**src/rtl/alu_seq.sv**
```systemverilog
// Registered ALU with valid/ready handshakes on both sides, status flags and an optional
// iterative shift-add multiplier (opcode 1000), enabled by defining ALU_SEQ_MUL_EN.
module alu_seq #(
    parameter int WIDTH = 16,
    parameter int SHW   = $clog2(WIDTH)
) (
    input  logic             clk,
    input  logic             rst_n,
    input  logic             in_valid,
    output logic             in_ready,
    input  logic [WIDTH-1:0] a,
    input  logic [WIDTH-1:0] b,
    input  logic [3:0]       alu_opcodes,
    output logic             out_valid,
    input  logic             out_ready,
    output logic [WIDTH-1:0] result,
    output logic             zero,
    output logic             carry,
    output logic             overflow,
    output logic             illegal_op,
    output logic             busy
);

`ifdef ALU_SEQ_MUL_EN
    typedef enum logic [1:0] {IDLE = 2'd0, DONE = 2'd1, BUSY = 2'd2} state_t;
`else
    typedef enum logic [1:0] {IDLE = 2'd0, DONE = 2'd1} state_t;
`endif

    state_t state, next_state;

    logic             load_single;
    logic [WIDTH-1:0] alu_res;
    logic             alu_carry;
    logic             alu_ovf;
    logic             alu_ill;
    logic [WIDTH:0]   add_full;
    logic [WIDTH:0]   sub_full;

    assign add_full = {1'b0, a} + {1'b0, b};
    assign sub_full = {1'b0, a} + {1'b0, ~b} + {{WIDTH{1'b0}}, 1'b1};

`ifdef ALU_SEQ_MUL_EN
    logic             start_mul;
    logic             mul_step;
    logic             mul_finish;
    logic [WIDTH-1:0] mul_a;
    logic [WIDTH-1:0] mul_hi;
    logic [WIDTH-1:0] mul_lo;
    logic [SHW:0]     mul_cnt;
    logic [WIDTH:0]   mul_sum;

    // Multiplier bits are consumed LSB first; partial sum shifts right into mul_lo.
    assign mul_sum = {1'b0, mul_hi} + (mul_lo[0] ? {1'b0, mul_a} : {(WIDTH+1){1'b0}});
`endif

    always_comb begin
        alu_res   = '0;
        alu_carry = 1'b0;
        alu_ovf   = 1'b0;
        alu_ill   = 1'b0;
        case (alu_opcodes)
            4'b0000: alu_res = a & b;
            4'b0001: alu_res = a | b;
            4'b0010: begin
                alu_res   = add_full[WIDTH-1:0];
                alu_carry = add_full[WIDTH];
                alu_ovf   = (a[WIDTH-1] == b[WIDTH-1]) && (add_full[WIDTH-1] != a[WIDTH-1]);
            end
            4'b0011: alu_res = a ^ b;
            4'b0100: alu_res = a << b[SHW-1:0];
            4'b0101: alu_res = a >> b[SHW-1:0];
            4'b0110: begin
                alu_res   = sub_full[WIDTH-1:0];
                alu_carry = sub_full[WIDTH];
                alu_ovf   = (a[WIDTH-1] != b[WIDTH-1]) && (sub_full[WIDTH-1] != a[WIDTH-1]);
            end
            4'b0111: alu_res = {{(WIDTH-1){1'b0}}, ($signed(a) < $signed(b))};
            default: alu_ill = 1'b1;
        endcase
    end

    always_ff @(posedge clk or negedge rst_n) begin
        if (!rst_n) begin
            state <= IDLE;
        end else begin
            state <= next_state;
        end
    end

    // In DONE the consumer's ready frees the slot, so a new op can be accepted the same cycle.
    always_comb begin
        next_state  = state;
        in_ready    = 1'b0;
        out_valid   = 1'b0;
        busy        = 1'b0;
        load_single = 1'b0;
`ifdef ALU_SEQ_MUL_EN
        start_mul   = 1'b0;
        mul_step    = 1'b0;
        mul_finish  = 1'b0;
`endif
        case (state)
            IDLE: in_ready = 1'b1;
            DONE: begin
                out_valid = 1'b1;
                in_ready  = out_ready;
                if (out_ready) begin
                    next_state = IDLE;
                end
            end
`ifdef ALU_SEQ_MUL_EN
            BUSY: begin
                busy = ~mul_cnt[SHW];
                if (mul_cnt[SHW]) begin
                    mul_finish = 1'b1;
                    next_state = DONE;
                end else begin
                    mul_step = 1'b1;
                end
            end
`endif
            default: next_state = IDLE;
        endcase
        if (in_valid && in_ready) begin
`ifdef ALU_SEQ_MUL_EN
            if (alu_opcodes == 4'b1000) begin
                start_mul  = 1'b1;
                next_state = BUSY;
            end else begin
                load_single = 1'b1;
                next_state  = DONE;
            end
`else
            load_single = 1'b1;
            next_state  = DONE;
`endif
        end
    end

    always_ff @(posedge clk or negedge rst_n) begin
        if (!rst_n) begin
            result     <= '0;
            zero       <= 1'b0;
            carry      <= 1'b0;
            overflow   <= 1'b0;
            illegal_op <= 1'b0;
        end else if (load_single) begin
            result     <= alu_res;
            zero       <= (alu_res == '0);
            carry      <= alu_carry;
            overflow   <= alu_ovf;
            illegal_op <= alu_ill;
`ifdef ALU_SEQ_MUL_EN
        end else if (mul_finish) begin
            result     <= mul_lo;
            zero       <= (mul_lo == '0);
            carry      <= |mul_hi;
            overflow   <= 1'b0;
            illegal_op <= 1'b0;
`endif
        end
    end

`ifdef ALU_SEQ_MUL_EN
    // After WIDTH steps {mul_hi, mul_lo} holds the full 2*WIDTH product.
    always_ff @(posedge clk or negedge rst_n) begin
        if (!rst_n) begin
            mul_a   <= '0;
            mul_hi  <= '0;
            mul_lo  <= '0;
            mul_cnt <= '0;
        end else if (start_mul) begin
            mul_a   <= a;
            mul_hi  <= '0;
            mul_lo  <= b;
            mul_cnt <= '0;
        end else if (mul_step) begin
            mul_hi  <= mul_sum[WIDTH:1];
            mul_lo  <= {mul_sum[0], mul_lo[WIDTH-1:1]};
            mul_cnt <= mul_cnt + {{SHW{1'b0}}, 1'b1};
        end
    end
`endif

endmodule

```
**config.mk**
```make
export PLATFORM = sky130hd
export DESIGN_NAME = alu_seq
export DESIGN_NICKNAME = d
export VERILOG_FILES = /design/src/rtl/alu_seq.sv
export SDC_FILE = /design/constraint.sdc
export NUM_CORES = 1
export LEC_CHECK = 0
export ABC_CLOCK_PERIOD_IN_PS = 4700
export BUFFER_PORTS_ARGS = -buffer_cell sky130_fd_sc_hd__clkbuf_2
export CAP_MARGIN = 20
export CORE_MARGIN = 2
export CORE_UTILIZATION = 65
export DETAILED_ROUTE_END_ITERATION = 12
export PLACE_DENSITY_LB_ADDON = 0.05
export SKIP_LAST_GASP = 1
export SLEW_MARGIN = 10
export SYNTH_ARGS = -nofsm -noshare
export SYNTH_HDL_FRONTEND = slang
export SYNTH_SLANG_ARGS = --single-unit
export TNS_END_PERCENT = 20
```
**constraint.sdc**
```tcl
create_clock -name clk -period 4.7 [get_ports clk]
set_input_delay 0.47 -clock clk [delete_from_list [all_inputs] [get_ports clk]]
set_output_delay 0.47 -clock clk [all_outputs]
set_load 0.005 [all_outputs]
```
Yosys cells after proc, flatten, opt, wreduce, memory -nomap -nowiden
Index checks and enable logic that the tools add are counted.
{"block": "totals", "register_bits": 22, "inputBits": 40, "output_inout_bits": 23, "wordCells": 48}
{"block": "classes", "add_sub_neg": 3, "magnitude_cmp": 1, "eq_ne": 14, "shifts": 2, "n_mux": 10, "bitwise_logic": 4, "reduce_logical": 8}
{"cell": "one-hot mux 16 bit (8 select lines)", "count": 1}
{"cell": "adder 16 x 16 -> 17 bit", "count": 2}
{"cell": "adder 17 x 1 -> 17 bit, second input constant", "count": 1}
{"cell": "bitwise AND 16 bit", "count": 1}
{"cell": "== test 4 x 3 -> 1 bit, second input constant", "count": 4}
{"cell": "logical NOT 16 bit", "count": 1}
{"cell": "less-than comparator 16 bit", "count": 1}
{"cell": "NOT 16 bit", "count": 1}
{"cell": "OR 16 bit", "count": 1}
{"cell": "<< shifter 16 x 4 -> 16 bit", "count": 1}
{"cell": ">> shifter 16 x 4 -> 16 bit", "count": 1}
{"cell": "bitwise XOR 16 bit", "count": 1}
{"cell": "== test 4 x 2 -> 1 bit, second input constant", "count": 2}
{"cell": "OR reduction 8 bit", "count": 1}
{"cell": "one-hot mux 1 bit (2 select lines)", "count": 3}
{"cell": "== test 4 x 1 -> 1 bit, second input constant", "count": 1}
{"cell": "logical NOT 4 bit", "count": 1}
{"cell": "two-way mux 2 bit", "count": 2}
{"cell": "one-hot mux 2 bit (2 select lines)", "count": 1}
{"cell": "logical AND 1 bit", "count": 3}
{"cell": "two-way mux 1 bit", "count": 3}
{"cell": "!= test 1 bit", "count": 3}
{"cell": "!= test 3 bit, second input constant", "count": 1}
{"cell": "== test 2 x 1 -> 1 bit, second input constant", "count": 1}
{"cell": "4 further kinds", "count": 4}

Longest topological paths before layout
Gate-level depths: netlist of run 1.
{"block": "depth", "depth_word": 6, "depth_mapped": 15}

Least setup slack after synthesis of run 1
Ideal clock, no wire load.
{"block": "synth_path", "path_type": "input to register", "startpoint": "input b[2]", "endpoint": "register zero", "arrival_time_ns": 3.990, "required_time_ns": 4.596, "path_slack_ns": 0.607, "cell_stages": 14, "path_cell_list": "buf_2 -> inv_1 -> clkbuf_1 -> clkbuf_1 -> ha_1 -> buf_2 -> or2_1 -> a211oi_1 -> o31ai_1 -> o21ai_1 -> mux2_2 -> a2111oi_0 -> or4b_1 -> o41ai_2"}
{"block": "synth_between", "elab_chain_cells": 5}
{"item": "from (decl)", "line": "12", "source": "input logic [WIDTH-1:0] b,"}
{"item": "NOT 16 bit", "line": "41", "source": "assign sub_full = {1'b0, a} + {1'b0, ~b} + {{WIDTH{1'b0}}, 1'b1};"}
{"item": "adder 16 x 16 -> 17 bit", "line": "41"}
{"item": "adder 17 x 1 -> 17 bit", "line": "41"}
{"item": "one-hot mux 16 bit (8 select lines) *", "line": "62", "source": "case (alu_opcodes)"}
{"item": "logical NOT 16 bit *", "line": "150", "source": "zero <= (alu_res == '0);"}
{"item": "to (signal assigned)", "line": "150"}
{"item": "to (decl)", "line": "17", "source": "output logic zero,"}
Every way passes the cells marked *; elsewhere a longest branch is shown, timed or not.
A chain may end at the register's enable or synchronous reset.

Worst setup path in the final report of run 1
{"block": "layout_path", "startpoint": "input a[4]", "endpoint": "register zero"}
{"block": "layout_between", "elab_chain_cells": 4}
{"item": "from (decl)", "line": "11", "source": "input logic [WIDTH-1:0] a,"}
{"item": "adder 16 x 16 -> 17 bit", "line": "41"}
{"item": "adder 17 x 1 -> 17 bit", "line": "41"}
{"item": "one-hot mux 16 bit (8 select lines) *", "line": "62"}
{"item": "logical NOT 16 bit *", "line": "150"}
Marked as above.

==> impl_summary.txt, run 1 <==
----------------------------------------------------
[Detailed routing]
  First-pass detailed-route iteration total ... 6
  DRC errors left ... 0
  Starting DRC count in detailed routing ... 795
  Via count ... 5746
  Antenna violation net count after detailed routing ... 0
  Via-to-Cell Ratio ... 7.050
  Detailed-route wire length ... approximately 18000 um
  Wire length per cell ... 21.66 um

[CTS]
  Cts bufs inserted ... 3
  Number of buffers inserted by hold repair at cts ... 0
  Clk buf depth ... 2
  TritonCTS clock tree ... done
  CTS Root Buffer Type ... sky130_fd_sc_hd__clkbuf_8
  Clock-pin slew of the registers on the worst-case setup and hold paths ... 0.07 ns
  Count of cells resized by post-cts repair ... 0
  Worst skew pair latency ... around 0.25 ns
  Number of setup buffers added after CTS ... 0
  Number of levels in the clock H-tree ... 1
  Clk sink count ... 21

[Timing]
  Final Hold Viols ... 0
  Relative slew slack ... 0.4381
  Final-layout setup total negative slack ... 0 ns
  RSZ-0062 raised after global routing ... false
  Worst-case hold slack ... around 0.16 ns
  Layout Skew ... 0.001020 ns
  Clock period minus worst slack ... 3.774 ns
  Final Setup Violations ... 0
  Maximum achievable frequency ... around 260 MHz
  Slew of the pin with the lowest slew margin ... about 0.84 ns
  Pins Over Slew Limit ... 0
  Crit share post-route ... 0.8030

[Floorplan]
  Vertical die dimension ... 93.26 um
  Area of the placeable core ... 7727 um^2
  Die Wd ... 93.26 um
  I/O pin cnt ... 63
  Initial core utilization ... 0.6702
  Num rows ... 32
  Full die area ... just under 9000 um^2

[Final layout]
  Most frequent standard cell in the layout excluding fill and tap cells ... sky130_fd_sc_hd__nor2_1
  Utilization after layout ... 0.7126
  Total of fill cells in the finished design ... 669
  Summed area of non-filler cells in the final layout ... 5507 um^2
  Total number of nets in the final design ... 809
  Most frequent cells in the layout ... sky130_fd_sc_hd__nor2_1, sky130_fd_sc_hd__nand2_1, sky130_fd_sc_hd__clkbuf_2
  Area added between synthesis and finish ... 6.330%
  N_diodes ... 0
  Fraction of layout cells with a size suffix above 1 ... 0.1767

[Place]
  Final weighted congestion in routability-driven placement ... 1.092
  DP Area ... between 5000 and 6000 um^2
  Detail Placement HPWL ... 13920 um
  Number of I/O port buffers ... 61

[Critical path]
  CP endpoint kind ... flop
  Worst Path Arrival ... 3.93 ns
  Buffers plus inverters on the worst setup path ... 2
  Data required time at the worst endpoint ... 4.85 ns
  Largest delay share family, worst path ... compound AO/OA/AOI/OAI gates
  Max FO, Critical Path ... 13
  Worst R2R Path Depth ... 10
  Crit Reg-Reg Startpoint ... state[0]
  Slowest cell on the critical path ... sky130_fd_sc_hd__or4b_1
  Crit start category ... input pin
  Flop-to-flop setup slack ... 1.74 ns
  Critical path type ... in -> reg
  Maximum single-stage delay on the critical path ... 0.52 ns
  Critical path cell sequence ... clkbuf_2 > inv_1 > ha_1 > nand2_1 > o211ai_2 > o41a_1 > and2_1 > a211o_1 > a2111oi_2 > nand4_1 > or4b_1 > o41ai_2
  Endpoint of the lowest-slack register-to-register path ... zero

[Synthesis]
  Warnings from Yosys ... 0
  Share of async-settable or async-resettable flops after synthesis ... 1.000
  Net count of the mapped netlist ... 782
  Number of synthesized register bits ... 21
  Synth Instances ... a little under 700
  Share of the yosys chip area belonging to registers ... 0.1015
  Syn avg cell area ... roughly 7.5 um^2
  Number of synthesized flops with an enable pin ... 0
  Most instantiated flip-flop cell in the synthesis netlist ... sky130_fd_sc_hd__dfrtp_1
  Cell variety after synth ... 86
  Synthesized cell area ... 5179 um^2

[Power]
  Worst voltage drop across the vdd grid ... 0.08172 mV
  Overall Power ... 0.9114 mW
  Total power divided by cell area ... 165.5 nW/um^2
  Leakage power figure ... 2.517 nW

[GRT]
  Via count of the first global-routing pass ... 5248
  Largest net degree at the start of global routing ... 38
  Antenna violations before repair ... 0
  Overflow left after global routing ... 0
  Wire length of the first global-routing pass ... 28010 um
  Total global-route track usage ... 0.4086

[Run status]
  Run status ... finished, final reports clean

[Job]
  Max-cap violations ... 0

[Worst hold path]
  Worst hold path type ... in -> async

----------------------------------------------------
==> synth_stat cells (all sizes together) (5+ instances only) <==
cell type	n	share of area
a2111oi	6	0.011
a211oi	17	0.026
a21o	8	0.012
a21oi	40	0.041
a22oi	8	0.013
and2	9	0.011
buf	25	0.032
clkbuf	30	0.022
dfrtp	21	0.10
ha	53	0.13
inv	57	0.041
mux2	16	0.036
mux2i	23	0.044
mux4	19	0.084
nand2	63	0.046
nand2b	8	0.0097
nand3	16	0.017
nand4	9	0.011
nor2	74	0.054
nor2b	8	0.0097
nor3	15	0.015
nor4	6	0.0085
o211ai	12	0.019
o21ai	38	0.037
o221ai	6	0.010
o22ai	10	0.012
o31ai	6	0.0087
or2	5	0.0060
==> registers in the layout (all words and copies together) (netlist names) <==
signal / count
carry: 1
illegal_op: 1
overflow: 1
result: 16
state: 1
zero: 1
==> through the flow <==
stage | setup slack (ns) | cells
floorplan | 0.6069 | 687
global placement | 0.7752 | 811
detailed placement | 0.7275 | 811
CTS | 0.9899 | 815
global route | 0.6807 | 815
finish | 0.9257 | 815
==> power breakdown <==
part / internal [mW] / switching [mW]
logic: 0.221 / 0.353
registers: 0.208 / 0.0149
clock network: 0.0603 / 0.0538
==> per-layer routing <==
metal | vias up | wire [um] | global-route usage | share of wire
li1 | 2580 | - | - | -
met1 | 2675 | 7092 | 0.5669 | 0.40
met2 | 436 | 8075 | 0.6577 | 0.46
met3 | 55 | 1948 | 0.06285 | 0.11
met4 | 0 | 533 | 0.1189 | 0.030
met5 | - | 0 | 0 | 0
==> final cells by class <==
class                           count  area (um^2)  area share
Tap cell                          102        127.6     0.02318
Timing Repair Buffer               77        425.4     0.07726
Inverter                           57        214.0     0.03885
Sequential cell                    21        525.5     0.09543
Clock buffer                        4        45.04    0.008180
Multi-Input combinational cell    554         4169      0.7571
==> kinds of logic (layout without fill, tap and decap cells) <==
group,count (synthesis),after routing,synth area share
other,1,1,0.0007241
adders and majority gates,55,55,0.1358
muxes,58,58,0.1640
DFF,21,21,0.1015
xor gates and xnor gates,5,5,0.008458
buffers and inverters,112,138,0.09471
and+or+nand+nor,241,241,0.2319
AOI/OAI and AO/OA,194,194,0.2629
==> worst max path at each step <==
stage	startpoint	to	slack, ns	depth (start not counted)
floorplan	b[2]	zero	0.61	14
global placement	b[0]	zero	0.78	11
detailed placement	b[0]	zero	0.73	11
CTS	b[0]	zero	0.99	11
global route	b[0]	zero	0.68	11
finish	a[4]	zero	0.93	12
(Power assumes the default switching activity.)
==> inputs of run 2 (changes only) <==
--- a/config.mk
+++ b/config.mk
@@ -5,11 +5,11 @@
 export SDC_FILE = /design/constraint.sdc
 export NUM_CORES = 1
 export LEC_CHECK = 0
-export ABC_CLOCK_PERIOD_IN_PS = 4700
+export ABC_CLOCK_PERIOD_IN_PS = 3900
 export BUFFER_PORTS_ARGS = -buffer_cell sky130_fd_sc_hd__clkbuf_2
 export CAP_MARGIN = 20
 export CORE_MARGIN = 2
-export CORE_UTILIZATION = 65
+export CORE_UTILIZATION = 61
 export DETAILED_ROUTE_END_ITERATION = 12
 export PLACE_DENSITY_LB_ADDON = 0.05
 export SKIP_LAST_GASP = 1
==> constraint.sdc (replaced) <==
create_clock -name clk -period 3.9 [get_ports clk]
set_input_delay 0.39 -clock clk [delete_from_list [all_inputs] [get_ports clk]]
set_output_delay 0.39 -clock clk [all_outputs]
set_load 0.005 [all_outputs]
==> impl_summary.txt, run 2 (synthesis results as in run 1) <==
----------------------------------------------------
[CTS]
  Cts bufs inserted ... 3
  Number of buffers inserted by hold repair at cts ... 0
  Clk buf depth ... 2
  Worst skew pair latency ... 0.26 ns
  Number of levels in the clock H-tree ... 1
  Number of setup buffers added after CTS ... 0
  Clock-pin slew of the registers on the worst-case setup and hold paths ... 0.07 ns
  TritonCTS clock tree ... done
  Count of cells resized by post-cts repair ... 0
  Clk sink count ... 21
  CTS Root Buffer Type ... sky130_fd_sc_hd__clkbuf_8

[Final layout]
  N_diodes ... 0
  Utilization after layout ... 0.6904
  Most frequent cells in the layout ... sky130_fd_sc_hd__nor2_1, sky130_fd_sc_hd__nand2_1, sky130_fd_sc_hd__clkbuf_2
  Total of fill cells in the finished design ... 781
  Fraction of layout cells with a size suffix above 1 ... 0.1992
  Total number of nets in the final design ... 829
  Largest register by flop count ... result
  Most frequent standard cell in the layout excluding fill and tap cells ... sky130_fd_sc_hd__nor2_1
  Number of flip-flops under the largest register name ... 16
  Area added between synthesis and finish ... 9.543%

[GRT]
  Antenna violations before repair ... 0
  Total global-route track usage ... 0.3876
  Overflow left after global routing ... 0
  Largest net degree at the start of global routing ... 37
  Via count of the first global-routing pass ... 5357
  Wire length of the first global-routing pass ... 27800 um

[Power]
  Total power divided by cell area ... 196.8 nW/um^2
  Switching part of the total power ... 0.4547
  Part of the power in the clock network ... 0.124
  Internal power component ... 0.6089 mW
  Worst voltage drop across the vdd grid ... 0.1320 mV
  Leakage power figure ... 2.617 nW
  Register share of total power ... 0.239
  Fraction of power consumed by combinational cells ... 0.637
  Power dissipated by switching net loads ... 0.5078 mW

[Floorplan]
  I/O pin cnt ... 63
  Num rows ... 33
  Initial core utilization ... 0.6303
  Full die area ... 9243 um^2
  Die Wd ... 96.14 um
  Vertical die dimension ... approximately 96 um
  Area of the placeable core ... a little over 8000 um^2

[Critical path]
  Slowest cell on the critical path ... sky130_fd_sc_hd__nor4bb_1
  Number of gates on the worst path with buffers counted ... 15
  Flop-to-flop setup slack ... 0.96 ns
  Crit Reg-Reg Startpoint ... state[0]
  Worst R2R Path Depth ... 10
  Largest delay share family, worst path ... simple AND/OR/NAND/NOR gates
  Endpoint of the lowest-slack register-to-register path ... zero
  Max FO, Critical Path ... 6
  Crit start category ... input pin
  Buffers plus inverters on the worst setup path ... 4
  Critical path cell sequence ... clkbuf_2 > inv_1 > ha_1 > fa_1 > buf_4 > o21bai_1 > a2111oi_0 > nor4_1 > nor4bb_1 > buf_4 > nand4_1 > nor4_2 > nand4_1 > or4b_1 > o41ai_2
  Critical path type ... in -> reg
  CP endpoint kind ... flop
  Data required time at the worst endpoint ... approximately 4.1 ns
  Worst Path Arrival ... between 3 and 4 ns
  Maximum single-stage delay on the critical path ... 0.54 ns

[Place]
  Placement-stage worst setup slack ... -0.01621 ns
  Number of I/O port buffers ... just over 60
  Detail Placement HPWL ... ~14000 um
  Final weighted congestion in routability-driven placement ... ~1.1

[Timing]
  Slew of the pin with the lowest slew margin ... 0.8310 ns
  Pins Over Slew Limit ... 0
  Clock period minus worst slack ... 3.774 ns
  RSZ-0062 raised after global routing ... false
  Crit share post-route ... 0.9677
  Crit path setup slack, layout ... 0.1258 ns
  Relative slew slack ... 0.4449
  Maximum achievable frequency ... between 200 and 300 MHz
  Worst-case hold slack ... 0.08040 ns
  Final Hold Viols ... 0
  Layout Skew ... 0.004845 ns
  Final Setup Violations ... 0

[Detailed routing]
  Starting DRC count in detailed routing ... 588
  DRC errors left ... 0
  Detailed-route wire length ... between 15000 and 20000 um
  First-pass detailed-route iteration total ... 5
  Antenna violation net count after detailed routing ... 0
  Wire length per cell ... around 21 um
  Via count ... 5750
  Via-to-Cell Ratio ... 6.862

[Worst hold path]
  Worst hold path type ... in -> async

[Job]
  Max-cap violations ... 0

[Run status]
  Run status ... finished, final reports clean

----------------------------------------------------
run 2: cell count changes in the layout (fill, tap and decap cells not counted), sizes merged:
| cell | previous run | this run |
|---|---|---|
| buf | 16 | 36 |
run 2: stage by stage:
stage               power [mW]  TNS (ns)  cell area, um^2  instances
floorplan               0.7275         0             5180        687
global placement        0.9417         0             5628        834
detailed placement      0.9605  -0.01621             5628        834
CTS                      1.100         0             5673        838
global route             1.195         0             5673        838
finish                   1.117         0             5673        838
run 2: cell type report:
| type | count | area (um^2) | share of cell area |
|---|---|---|---|
| well taps | 105 | 131.4 | 0.02316 |
| flip-flops and latches | 21 | 525.5 | 0.09263 |
| inverters | 57 | 214.0 | 0.03772 |
| multi-input cells | 554 | 4169 | 0.7349 |
| repair buffers | 97 | 588.1 | 0.1037 |
| clock buffers | 4 | 45.04 | 0.007940 |
run 2: per-layer routing:
metal  routed length [um]  vias up  track usage
met1                 7160     2699       0.5255
met3                 1883       54      0.05403
met2                 8120      388       0.6366
li1                     -     2609            -
met4                  544        0       0.1155
met5                    0        -            0
run 2: power by group through the flow:
stage | Sequential, mW | Clock [mW] | Combinational [mW]
3_3_place_gp | 0.270 | 0 | 0.672
3_5_place_dp | 0.272 | 0 | 0.688
4_1_cts | 0.268 | 0.141 | 0.692
5_1_grt | 0.272 | 0.151 | 0.771
6_report | 0.267 | 0.138 | 0.711
2_1_floorplan | 0.274 | 0 | 0.453
run 2: worst max-delay path by stage:
stage               endpoint  from  slack [ns]
CTS                     zero  a[0]        0.24
global placement        zero  a[0]        0.04
detailed placement      zero  a[0]       -0.02
floorplan               zero  b[2]       0.004
global route            zero  a[0]        0.06
finish                  zero  a[0]        0.13
